`src/rtl/wb_arbiter.sv`:
```
// Writeback arbiter: merges single-cycle ALU results with in-order load returns onto the
// register-file write port. Loads reserve a queue slot at issue, are filled on return and
// drain to the register file on cycles the ALU does not use the port.
module wb_arbiter #(
   parameter int unsigned DEPTH      = 4,
   parameter int unsigned STARVE_LIM = 3,
   parameter int unsigned AW         = 2,
   parameter int unsigned DW         = 8
) (
   input  logic                clk,
   input  logic                rst_n,
   input  logic                alu_valid,
   input  logic [AW-1:0]       alu_wd,
   input  logic [DW-1:0]       alu_dat,
   input  logic                ld_req_valid,
   input  logic [AW-1:0]       ld_req_wd,
   input  logic                ld_rsp_valid,
   input  logic [DW-1:0]       ld_rsp_dat,
   output logic                Wen,
   output logic [AW-1:0]       Wd,
   output logic [DW-1:0]       Wdat,
   output logic [(2**AW)-1:0]  pend_mask,
   output logic                ld_stall,
   output logic                alu_hold,
   output logic                err
);

   localparam int unsigned PW = $clog2(DEPTH);
   localparam int unsigned CW = $clog2(DEPTH + 1);
   localparam int unsigned SW = $clog2(STARVE_LIM + 1);
   localparam logic [CW-1:0] FullCnt   = CW'(DEPTH);
   localparam logic [SW-1:0] StarveMax = SW'(STARVE_LIM);

   // Load queue storage
   logic [AW-1:0]    wd_q  [DEPTH];
   logic [DW-1:0]    dat_q [DEPTH];
   logic [DEPTH-1:0] vld_q;
   logic [DEPTH-1:0] filled_q;
   logic [PW-1:0]    head_q, tail_q, fill_q;
   logic [CW-1:0]    count_q, count_d;
   logic [SW-1:0]    starve_q, starve_d;

   // Output stage; out_ld_q marks that the current write came from the load queue
   logic             wen_q;
   logic [AW-1:0]    wd_out_q;
   logic [DW-1:0]    wdat_q;
   logic             out_ld_q;
   logic             err_q, err_d;

   logic full, head_rdy, can_fill, push, fill, drain, hazard;

   // Decode this cycle's queue events from registered state only
   always_comb begin
      full     = (count_q == FullCnt);
      head_rdy = vld_q[head_q] && filled_q[head_q];
      // fill_q sits on the oldest unfilled entry, or on a free slot when none exists
      can_fill = vld_q[fill_q] && !filled_q[fill_q];
      push     = ld_req_valid && !full;
      fill     = ld_rsp_valid && can_fill;
      drain    = head_rdy && !alu_valid;
      hazard   = alu_valid && pend_mask[alu_wd];
      count_d  = count_q + CW'(push) - CW'(drain);
      err_d    = err_q | (ld_req_valid && full) | (ld_rsp_valid && !can_fill) | hazard;
      if (!head_rdy || drain) begin
         starve_d = '0;
      end else if (starve_q != StarveMax) begin
         starve_d = starve_q + SW'(1);
      end else begin
         starve_d = starve_q;
      end
   end

   // Pending mask: every queued load plus a load write sitting in the output stage
   always_comb begin
      pend_mask = '0;
      for (int i = 0; i < int'(DEPTH); i++) begin
         if (vld_q[PW'(i)]) begin
            pend_mask[wd_q[PW'(i)]] = 1'b1;
         end
      end
      if (wen_q && out_ld_q) begin
         pend_mask[wd_out_q] = 1'b1;
      end
   end

   // Queue, pointers, starvation counter, output stage and sticky error
   always_ff @(posedge clk or negedge rst_n) begin
      if (!rst_n) begin
         for (int i = 0; i < int'(DEPTH); i++) begin
            wd_q[PW'(i)]  <= '0;
            dat_q[PW'(i)] <= '0;
         end
         vld_q    <= '0;
         filled_q <= '0;
         head_q   <= '0;
         tail_q   <= '0;
         fill_q   <= '0;
         count_q  <= '0;
         starve_q <= '0;
         wen_q    <= 1'b0;
         wd_out_q <= '0;
         wdat_q   <= '0;
         out_ld_q <= 1'b0;
         err_q    <= 1'b0;
      end else begin
         // push, fill and drain always target distinct slots
         if (push) begin
            wd_q[tail_q]     <= ld_req_wd;
            vld_q[tail_q]    <= 1'b1;
            filled_q[tail_q] <= 1'b0;
            tail_q           <= tail_q + PW'(1);
         end
         if (fill) begin
            dat_q[fill_q]    <= ld_rsp_dat;
            filled_q[fill_q] <= 1'b1;
            fill_q           <= fill_q + PW'(1);
         end
         if (drain) begin
            vld_q[head_q]    <= 1'b0;
            filled_q[head_q] <= 1'b0;
            head_q           <= head_q + PW'(1);
         end
         if (alu_valid) begin
            wen_q    <= 1'b1;
            wd_out_q <= alu_wd;
            wdat_q   <= alu_dat;
            out_ld_q <= 1'b0;
         end else if (drain) begin
            wen_q    <= 1'b1;
            wd_out_q <= wd_q[head_q];
            wdat_q   <= dat_q[head_q];
            out_ld_q <= 1'b1;
         end else begin
            wen_q    <= 1'b0;
            out_ld_q <= 1'b0;
         end
         count_q  <= count_d;
         starve_q <= starve_d;
         err_q    <= err_d;
      end
   end

   assign Wen      = wen_q;
   assign Wd       = wd_out_q;
   assign Wdat     = wdat_q;
   assign ld_stall = full;
   assign alu_hold = (starve_q == StarveMax);
   assign err      = err_q;

endmodule

```
`config.mk`:
```
export PLATFORM = sky130hd
export DESIGN_NAME = wb_arbiter
export DESIGN_NICKNAME = d
export VERILOG_FILES = /design/src/rtl/wb_arbiter.sv
export SDC_FILE = /design/constraint.sdc
export NUM_CORES = 1
export LEC_CHECK = 0
export CAP_MARGIN = 20
export CORE_MARGIN = 2
export CORE_UTILIZATION = 60
export CTS_BUF_LIST = sky130_fd_sc_hd__clkbuf_8
export CTS_CLUSTER_SIZE = 40
export DETAILED_ROUTE_END_ITERATION = 10
export GPL_ROUTABILITY_DRIVEN = 0
export PLACE_DENSITY = 0.85
export SLEW_MARGIN = 20
export SYNTH_ARGS = -nofsm -noshare
export SYNTH_HDL_FRONTEND = slang
export SYNTH_SLANG_ARGS = --single-unit
```
`constraint.sdc`:
```
create_clock -name clk -period 3.8 [get_ports clk]
set_input_delay 0.76 -clock clk [delete_from_list [all_inputs] [get_ports clk]]
set_output_delay 0.76 -clock clk [all_outputs]
set_load 0.01 [all_outputs]
```
# ---- Word-level counts from Yosys, hierarchy flattened
# Cells that the tools add are included.
dict set report totals {
  in_bits 25
  elab_cells 140
  out_inout_bits 18
  ff_bits 72
}
dict set report classes {
  magnitude_cmp 18
  n_addsub 6
  eq_ne 3
  reduce_logical 27
  n_bitwise 15
  muxes 51
}
# cell n
set op_table {}
lappend op_table {{$mux W8} 5}
lappend op_table {{$bwmux W32} 1}
lappend op_table {{$mux W4} 8}
lappend op_table {{$lt A2 B3 Y1 const B} 7}
lappend op_table {{$logic_and A1 B1 Y1} 17}
lappend op_table {{$bmux W8 S2} 1}
lappend op_table {{$demux W8 S2} 1}
lappend op_table {{$or A4 B4 Y4} 4}
lappend op_table {{$mux W1} 14}
lappend op_table {{$mux W2} 7}
lappend op_table {{$and A4 B4 Y4} 3}
lappend op_table {{$demux W1 S2} 6}
lappend op_table {{$ge A2 B1 Y1 const B} 6}
lappend op_table {{$bmux W1 S2} 5}
lappend op_table {{$ge A3 B3 Y1 const B} 3}
lappend op_table {{$not A2 Y3} 3}
lappend op_table {{$add A2 B1 Y2 const B} 4}
lappend op_table {{$bwmux W8} 1}
lappend op_table {{$not A4 Y4} 2}
lappend op_table {{$lt A3 B1 Y1 const B} 2}
lappend op_table {{$logic_not A1 Y1} 5}
lappend op_table {{$bmux W2 S2} 1}
lappend op_table {{$demux W2 S2} 1}
lappend op_table {{$reduce_and A2 Y1} 2}
lappend op_table {{other kinds (8)} 11}

# ---- Logic depth before layout (Yosys ltp)
dict set report depth {
  word_depth 13
  ltp_mapped 11
  mapped_depth_nobuf 10
}

# ---- Worst setup path after synthesis
# No wires, ideal clock.
dict set report synth_path {
  path_type {register to register}
  start {register head_q[1]}
  end {register count_q[2]}
  period_less_slack_ps 2608
  t_required_ps 3676
  path_buffers 1
  slack_ps 1192
  stages_incl_launch_ff 12
  setup_ps 124
  t_arrival_ps 2484
  cell_sequence {dfrtp_1 inv_1 mux4_2 nor2_1 buf_2 ha_1 inv_1 ha_1 inv_1 fa_1 xnor2_1 xnor2_1}
}
dict set report synth_via {
  elab_chain_len 5
  elab_cells_between_ends 7
  cone_classes {add/sub (1); mux (4); reduce/logical (2)}
}
# item line
set synth_rtl {}
lappend synth_rtl {{from (decl)} 39} ;# logic [PW-1:0] head_q, tail_q, fill_q;
lappend synth_rtl {{from (signal assigned)} 121} ;# head_q <= head_q + PW'(1);
lappend synth_rtl {{$bmux W1 S2} 55} ;# head_rdy = vld_q[head_q] && filled_q[head_q];
lappend synth_rtl {{$mux W1 (not written as such)} 55}
lappend synth_rtl {{$logic_and A1 B1 Y1 (*)} 55}
lappend synth_rtl {{$logic_and A1 B1 Y1 (*)} 60} ;# drain = head_rdy && !alu_valid;
lappend synth_rtl {{$sub A3 B1 Y3 (*)} 62} ;# count_d = count_q + CW'(push) - CW'(drain);
lappend synth_rtl {{named net count_d[2]} 40} ;# logic [CW-1:0] count_q, count_d;
lappend synth_rtl {{to (signal assigned)} 137} ;# count_q <= count_d;
lappend synth_rtl {{to (decl)} 40}
# The timed path passes the listed nets; every way through them passes the cells marked *. The select of a mux whose other input is x is not followed.
# A chain may end at the register's enable or synchronous reset.

# ---- Worst setup path in the final report
# Same ends and word-level chain as after synthesis.

==> impl_summary.log <==
[metrics] run status: finished, final reports clean
[metrics] setup_tns: 0 ns
[metrics] critical path capture point type: flip-flop
[metrics] Hold Crit Class: input pin to async pin
[metrics] critical path's slowest cell: sky130_fd_sc_hd__dfrtp_1
[metrics] top cell type by total area after synthesis: sky130_fd_sc_hd__dfrtp_1
[metrics] remaining antenna violation count: 0
[metrics] worst endpoint required time: 4.08 ns
[metrics] final slew viol count: 0
[metrics] number of flops mapped to enable cells by yosys: 20
[metrics] number of distinct standard cells referenced by the synthesized netlist: 40
[metrics] routed wire length per instance: around 18 um
[metrics] number of setup violations in the final report: 0
[metrics] total number of nets in the final design: 339
[metrics] design area: 0.00412 mm2
[metrics] kind of launch point of the worst setup path: flip-flop
[metrics] cell seen most often among critical-path stages: sky130_fd_sc_hd__inv_1
[metrics] cell row count: 27
[metrics] CP max stage delay: 0.74 ns
[metrics] r2r endpoint: count_q[2]
[metrics] type of the worst setup path: flip-flop to flip-flop
[metrics] CTS Buffer Depth: 2
[metrics] Fmax achieved: 0.321 GHz
[metrics] num ports: 43
[metrics] buffer count from post-CTS setup fixing: 0
[metrics] detailed-route vias per instance: 5.88
[metrics] CTS clk-pin slew, worst paths: roughly 0.08 ns
[metrics] fraction of layout instances using a drive strength above 1: 19.1%
[metrics] list of cells traversed by the critical path: inv_1 -> mux4_2 -> nor2_1 -> ha_1 -> inv_1 -> ha_1 -> inv_1 -> fa_1 -> xnor2_1 -> xnor2_1
[metrics] worst path bufs/invs: 3
[metrics] proportion of synthesized chip area in sequential cells: 55.0%
[metrics] Post-Synthesis Cell Area: 0.00346 mm2
[metrics] leakage: 1.75 nW
[metrics] number of buffers created by CTS: 9
[metrics] Vert. Die Dim: 79.9 um
[metrics] net count after synthesis: 291
[metrics] drt first-iter violations: 178
[metrics] die extent in x: 79.9 um
[metrics] placed wire-length estimate after detailed placement: 4790 um
[metrics] floorplan core area: 0.00554 mm2
[metrics] top cell type's share of synthesized area: 37.7%
[metrics] Setup Skew: 0.00651 ns
[metrics] data arrival time of the worst path: between 3 and 4 ns
[metrics] Mean Syn Cell Area: 13.8 um2
[metrics] CTS Hold Buffers Added: 0
[metrics] slack of the worst reg-to-reg path: just under 0.7 ns
[metrics] CTS Sinks: 72
[metrics] layout overhead on the synthesized area: 19.2%
[metrics] pin slew with the least headroom to its limit: 0.607 ns
[metrics] Filler Cell Count: roughly 350
[metrics] final cell utilization of the core: 74.3%
[metrics] dominant register cell in the synthesized netlist: sky130_fd_sc_hd__dfrtp_1
[metrics] most area-consuming cells after synthesis: sky130_fd_sc_hd__dfrtp_1 (38%), sky130_fd_sc_hd__edfxtp_1 (17%), sky130_fd_sc_hd__mux4_2 (7.8%)
[metrics] count of maximum capacitance violations: 0
[metrics] detailed-route wire length: between 6000 and 7000 um
[metrics] clock tree from TritonCTS: yes
[metrics] pin count of the biggest net entering global routing: 43
[metrics] final-report hold violation count: 0
[metrics] residual overflow from global routing: 0
[metrics] vias in the first global route: 2,252
[metrics] worst-case reg-to-reg path depth: 10
[metrics] CP delay by family, top: adder cells
[metrics] number of iterations in the first detailed-routing pass: 4
[metrics] ratio of total power to cell area: 817 mW/mm2
[metrics] master cell of the clock root buffer: sky130_fd_sc_hd__clkbuf_8
[metrics] PostCTS Resize Cnt: 0
[metrics] Area after DPL: 0.00394 mm2
[metrics] die area: 0.00638 mm2
[metrics] Total Routing Usage GR: 24.5%
[metrics] peak supply drop: 0.501 mV
[metrics] diode count: 0
[metrics] final worst path period share: 81.9%
[metrics] largest fanout of any net on the critical path: 14
[metrics] cells after synthesis: 250
[metrics] Crit Reg-Reg Startpoint: head_q[1]
[metrics] htree depth: 3
[metrics] Max-Slew Margin vs Limit: 59.5%
[metrics] minimum period implied by the final worst setup slack: 3.11 ns
[metrics] number of warnings reported in the yosys synthesis log: 0
[metrics] flop and latch count out of synthesis: between 70 and 80
[metrics] first-pass GRT wire length: 11,400 um
[metrics] vias after detailed routing: 2,204
[metrics] async set-reset flop share out of synthesis: approximately 72%
[metrics] Clk Latency, worst-skew pair: 0.35 ns
[metrics] effective utilization at floorplan: 62.4%
[metrics] number of antenna violations at the first check in global routing: 0
[metrics] IO Port Bufs: 42
[metrics] detailed-route DRC error count: 0
[metrics] unrepaired setup endpoints after global routing: false
cell usage in the layout (no fill, tap or decap), types with 3 or more instances in the layout:
cell and count:
sky130_fd_sc_hd__xnor2_1 5, sky130_fd_sc_hd__dfrtp_1 52, sky130_fd_sc_hd__mux4_2 12, sky130_fd_sc_hd__edfxtp_1 20, sky130_fd_sc_hd__clkinvlp_4 4, sky130_fd_sc_hd__clkdlybuf4s50_1 41, sky130_fd_sc_hd__o21ai_0 12, sky130_fd_sc_hd__and3_1 4
sky130_fd_sc_hd__nand2b_1 5, sky130_fd_sc_hd__a21oi_1 11, sky130_fd_sc_hd__nand2_1 20, sky130_fd_sc_hd__mux2_2 5, sky130_fd_sc_hd__nand3_1 7, sky130_fd_sc_hd__buf_4 4, sky130_fd_sc_hd__mux2i_1 11, sky130_fd_sc_hd__inv_1 11
sky130_fd_sc_hd__clkbuf_8 9, sky130_fd_sc_hd__ha_1 15, sky130_fd_sc_hd__mux2_4 16, sky130_fd_sc_hd__nor2b_1 3, sky130_fd_sc_hd__nor2_1 4
flip-flops by register name (all words and copies together) (netlist names):
| signal | cells |
|---|---|
| out_ld_q | 1 |
| count_q | 3 |
| tail_q | 2 |
| head_q | 2 |
| filled_q | 4 |
| fill_q | 2 |
| vld_q | 4 |
| dat_q | 32 |
| err | 1 |
| Wd | 2 |
| Wdat | 8 |
| Wen | 1 |
| wd_q | 8 |
| starve_q | 2 |
worst max-delay path by stage:
| stage | endpoint | slack (ns) | from | depth (start not counted) |
|---|---|---|---|---|
| 2_1_floorplan | count_q[2] | 1.19 | head_q[1] | 11 |
| 3_3_place_gp | count_q[2] | 0.82 | ld_req_valid | 10 |
| 3_5_place_dp | count_q[2] | 0.65 | ld_req_valid | 10 |
| 4_1_cts | count_q[2] | 0.71 | head_q[1] | 10 |
| 5_1_grt | count_q[2] | 0.50 | head_q[1] | 10 |
| 6_report | count_q[2] | 0.69 | head_q[1] | 10 |
stage by stage:
stage	hold slack, ns	worst slack (ns)	power (mW)	std cells
6_report	0.296	0.687	3.36	375
5_1_grt	0.296	0.505	3.57	375
4_1_cts	0.287	0.712	3.38	375
3_5_place_dp	0.484	0.655	2.81	359
3_3_place_gp	0.494	0.819	2.73	359
2_1_floorplan	0.464	1.19	2.33	250
where the power goes:
group / leakage, nW / switching (mW) / internal [mW]
clock: 0.0785 / 0.307 / 0.242
combinational: 0.870 / 0.654 / 0.841
sequential: 0.799 / 0.247 / 1.07
total: 1.75 / 1.21 / 2.16
area by class of cell:
class | count | area (um2) | share of cell area [%]
repair buffers | 46 | 445 | 10.8
clock inverters | 7 | 56.3 | 1.37
multi-input cells | 158 | 1460 | 35.4
well taps | 72 | 90.1 | 2.19
flip-flops and latches | 72 | 1900 | 46.2
clock buffers | 9 | 124 | 3.01
inverters | 11 | 41.3 | 1.00
routing by layer:
| metal | wire length, um | GRT usage [%] | part of all wire, % |
|---|---|---|---|
| met2 | 3370 | 38.4 | 49 |
| met1 | 3040 | 32.2 | 44 |
| met4 | 124 | 9.32 | 1.8 |
| met5 | 0 | 0 | 0 |
| met3 | 392 | 7.47 | 5.7 |
synthesized netlist by cell type, types with 2 or more instances:
library cell                number
sky130_fd_sc_hd__nand2_1        20
sky130_fd_sc_hd__nor3b_1         2
sky130_fd_sc_hd__nand3_1         7
sky130_fd_sc_hd__nor2b_1         3
sky130_fd_sc_hd__o21ai_0        12
sky130_fd_sc_hd__and3_1          4
sky130_fd_sc_hd__buf_2           3
sky130_fd_sc_hd__and2_1          2
sky130_fd_sc_hd__buf_6           2
sky130_fd_sc_hd__clkbuf_1        3
sky130_fd_sc_hd__mux2i_1        11
sky130_fd_sc_hd__dfrtp_1        52
sky130_fd_sc_hd__a21oi_1        11
sky130_fd_sc_hd__a32oi_1         2
sky130_fd_sc_hd__nor2_1          4
sky130_fd_sc_hd__xnor2_1         5
sky130_fd_sc_hd__mux2_2          5
sky130_fd_sc_hd__ha_1           15
sky130_fd_sc_hd__nand2b_1        5
sky130_fd_sc_hd__inv_1          11
sky130_fd_sc_hd__a2bb2oi_1       2
sky130_fd_sc_hd__nand3b_1        2
sky130_fd_sc_hd__edfxtp_1       20
sky130_fd_sc_hd__and3_4          2
sky130_fd_sc_hd__mux2_4         16
sky130_fd_sc_hd__o221ai_1        2
sky130_fd_sc_hd__a21boi_0        2
sky130_fd_sc_hd__o211ai_1        2
sky130_fd_sc_hd__mux4_2         12
cells by family (layout without fill, tap and decap cells):
| kind of cell | count (synthesis) | count (layout) | synth area share, % |
|---|---|---|---|
| XOR/XNOR | 6 | 6 | 1.52 |
| buffers and inverters | 20 | 73 | 2.72 |
| flip-flops | 72 | 72 | 55.0 |
| adder cells (fa/ha/maj) | 16 | 16 | 6.01 |
| multiplexers | 44 | 44 | 19.6 |
| AO/OA/AOI/OAI | 34 | 34 | 5.90 |
| AND/OR/NAND/NOR | 58 | 58 | 9.23 |
No activity file was read; power rests on OpenSTA's default activity.
==> patch, RTL diff (config.mk and constraints unchanged) <==
Change the parameter `DEPTH` from 4 to 16.
--- a/src/rtl/wb_arbiter.sv
+++ b/src/rtl/wb_arbiter.sv
@@ -4,3 +4,3 @@
 module wb_arbiter #(
-   parameter int unsigned DEPTH      = 4,
+   parameter int unsigned DEPTH      = 16,
    parameter int unsigned STARVE_LIM = 3,
Behaviour: not the same (a bounded check fails within 4 cycles, from zero or initial values and one cycle with rst_n low).
==> patch against the unedited design <==
- setup slack got worse by 160 ps
- combinational power grew to 3.0 times the old value
- clock skew up 9.5 ps
- design area rose to 3.0 times the old value
- synthesized cell count rose to 2.9 times the old value
- synthesized area grew to 3.1 times the old value
- final cell count rose to 2.8 times the old value
- global-route usage rose by 5.3 points
- power grew to 3.2 times the old value
- via count grew to 3.3 times the old value
- sequential cell count rose by 152
- routed wire length increased to 3.8 times the old value
- fmax shrank 5.0%
- utilization down 4.1 points
- largest cell class unchanged
==> patch: results (changes against the unedited design) <==
* Least-Margin Pin Slew: 838 ps (was 607 ps)
- The initial detailed-routing violation count is 703 (was 178).
- The worst-case clock buffer depth was 3 (was 2).
* Peak supply drop: 0.520 mV (was 0.501 mV)
- The post-route met1 wirelength is 9440 um (was 3040 um).
- Total length of routed met3 wires: 2670 um (was 392 um)
- The detailed-route via count came to 7216 (was 2204).
- The peak per-stage delay on the critical path came to 640 ps (was 740 ps).
- The number of flip-flops in the largest register was 128 (was 32).
- Leakage power figure: 4.77 nW (was 1.75 nW)
* Combinational cell power: 4.40 mW (was 1.49 mW)
- Part of the Yosys area used for sequential elements: 56.6% (was 55.0%)
- Tot GR Track Use: 29.7% (was 24.5%)
- Clock Latency Late Sink: 540 ps (was 350 ps)
- Number of cell instances on the worst register-to-register path: 14 (was 10)
* H-tree levels: 2 (was 3)
* Instance area at placement: 11400 um^2 (was 3940 um^2)
- The routed length on met2 came to 13300 um (was 3370 um).
- The final layout net count is 853 (was 339).
* Vias in the first global route: 7554 (was 2252)
* Largest cells by area after synthesis: sky130_fd_sc_hd__dfrtp_1 (34%), sky130_fd_sc_hd__edfxtp_1 (23%), sky130_fd_sc_hd__mux4_2 (13%) (was sky130_fd_sc_hd__dfrtp_1 (38%), sky130_fd_sc_hd__edfxtp_1 (17%), sky130_fd_sc_hd__mux4_2 (7.8%))
- Family of cells with the greatest summed delay on the critical path: simple AND/OR/NAND/NOR gates (was adder cells)
* Setup crit start: head_q[2]$_DFFE_PN0P_ (was head_q[1]$_DFFE_PN0N_)
- The first-pass GRT wire length was 41700 um (was 11400 um).
* Clock Skews: 16.1 ps (was 6.51 ps)
- The number of CTS-inserted buffers came to 38 (was 9).
* Part of the total power dissipated in sequential elements: 38.2% (was 39.3%)
- Synth cell types: 48 (was 40)
* Internal power summed over all cells: 6.64 mW (was 2.16 mW)
* Status: completed (unchanged)
- Syn_nets: 782 (was 291)
- The fraction of final layout cells sized beyond drive strength 1 was 28.2% (was 19.1%).
- Post-DP HPWL: 17800 um (was 4790 um)
- The number of enable-type register cells in the synthesized netlist is 80 (was 20).
- Final routed wirelength across all metal layers: 26500 um (was 6930 um)
- The end point of the critical path was count_q[4]$_DFF_PN0_ (was count_q[2]$_DFF_PN0_).
* Crit path max fanout: 12 (was 14)
[patch: cell count changes in the layout (fill, tap and decap cells not counted), sizes merged, moves of 18 or more]
| cell | change |
|---|---|
| inv | +31 |
| nor2 | +24 |
| nand3 | +24 |
| mux4 | +49 |
| clkbuf | +36 |
| o32a | +18 |
| dfrtp | +92 |
| buf | +22 |
| nor3 | +22 |
| edfxtp | +60 |
| nand2 | +23 |
| mux2 | +61 |
[patch: through the flow]
| step | power, mW | worst slack (ps) | utilization, % | hold slack (ps) | instances |
|---|---|---|---|---|---|
| floorplan | 6.97 | 500 | - | 453 | 737 |
| global placement | 8.08 | 681 | 65.7 | 469 | 993 |
| detailed placement | 8.38 | 597 | 65.7 | 488 | 993 |
| CTS | 10.6 | 562 | 70.3 | 61.6 | 1063 |
| global route | 11.2 | 318 | 70.3 | 48.8 | 1063 |
| finish | 10.6 | 522 | 70.3 | 60.0 | 1063 |
[patch: logic make-up after synthesis]
kind of cell / after synthesis / synth area share [%]
AOI/OAI and AO/OA: 86 / 6.12
and+or+nand+nor: 184 / 9.38
adders and majority gates: 20 / 2.43
buffers and inverters: 66 / 2.58
muxes: 144 / 21.8
xor gates and xnor gates: 13 / 1.07
DFF: 224 / 56.6
[patch: metal layers]
layer | track usage, % | up-vias
met3 | 7.96 | 107
met2 | 49.0 | 458
met5 | 0 | -
met4 | 12.9 | 0
met1 | 37.3 | 3641
li1 | - | 3010
[patch: area by class of cell]
cell class                 count  area [um^2]
inverter                      29          109
timing repair buffer          68          617
multi-input combinational    447         4350
sequential                   224         6010
fill                        1068         5140
clock buffer                  45          619
clock inverter                25          161
tap                          225          282
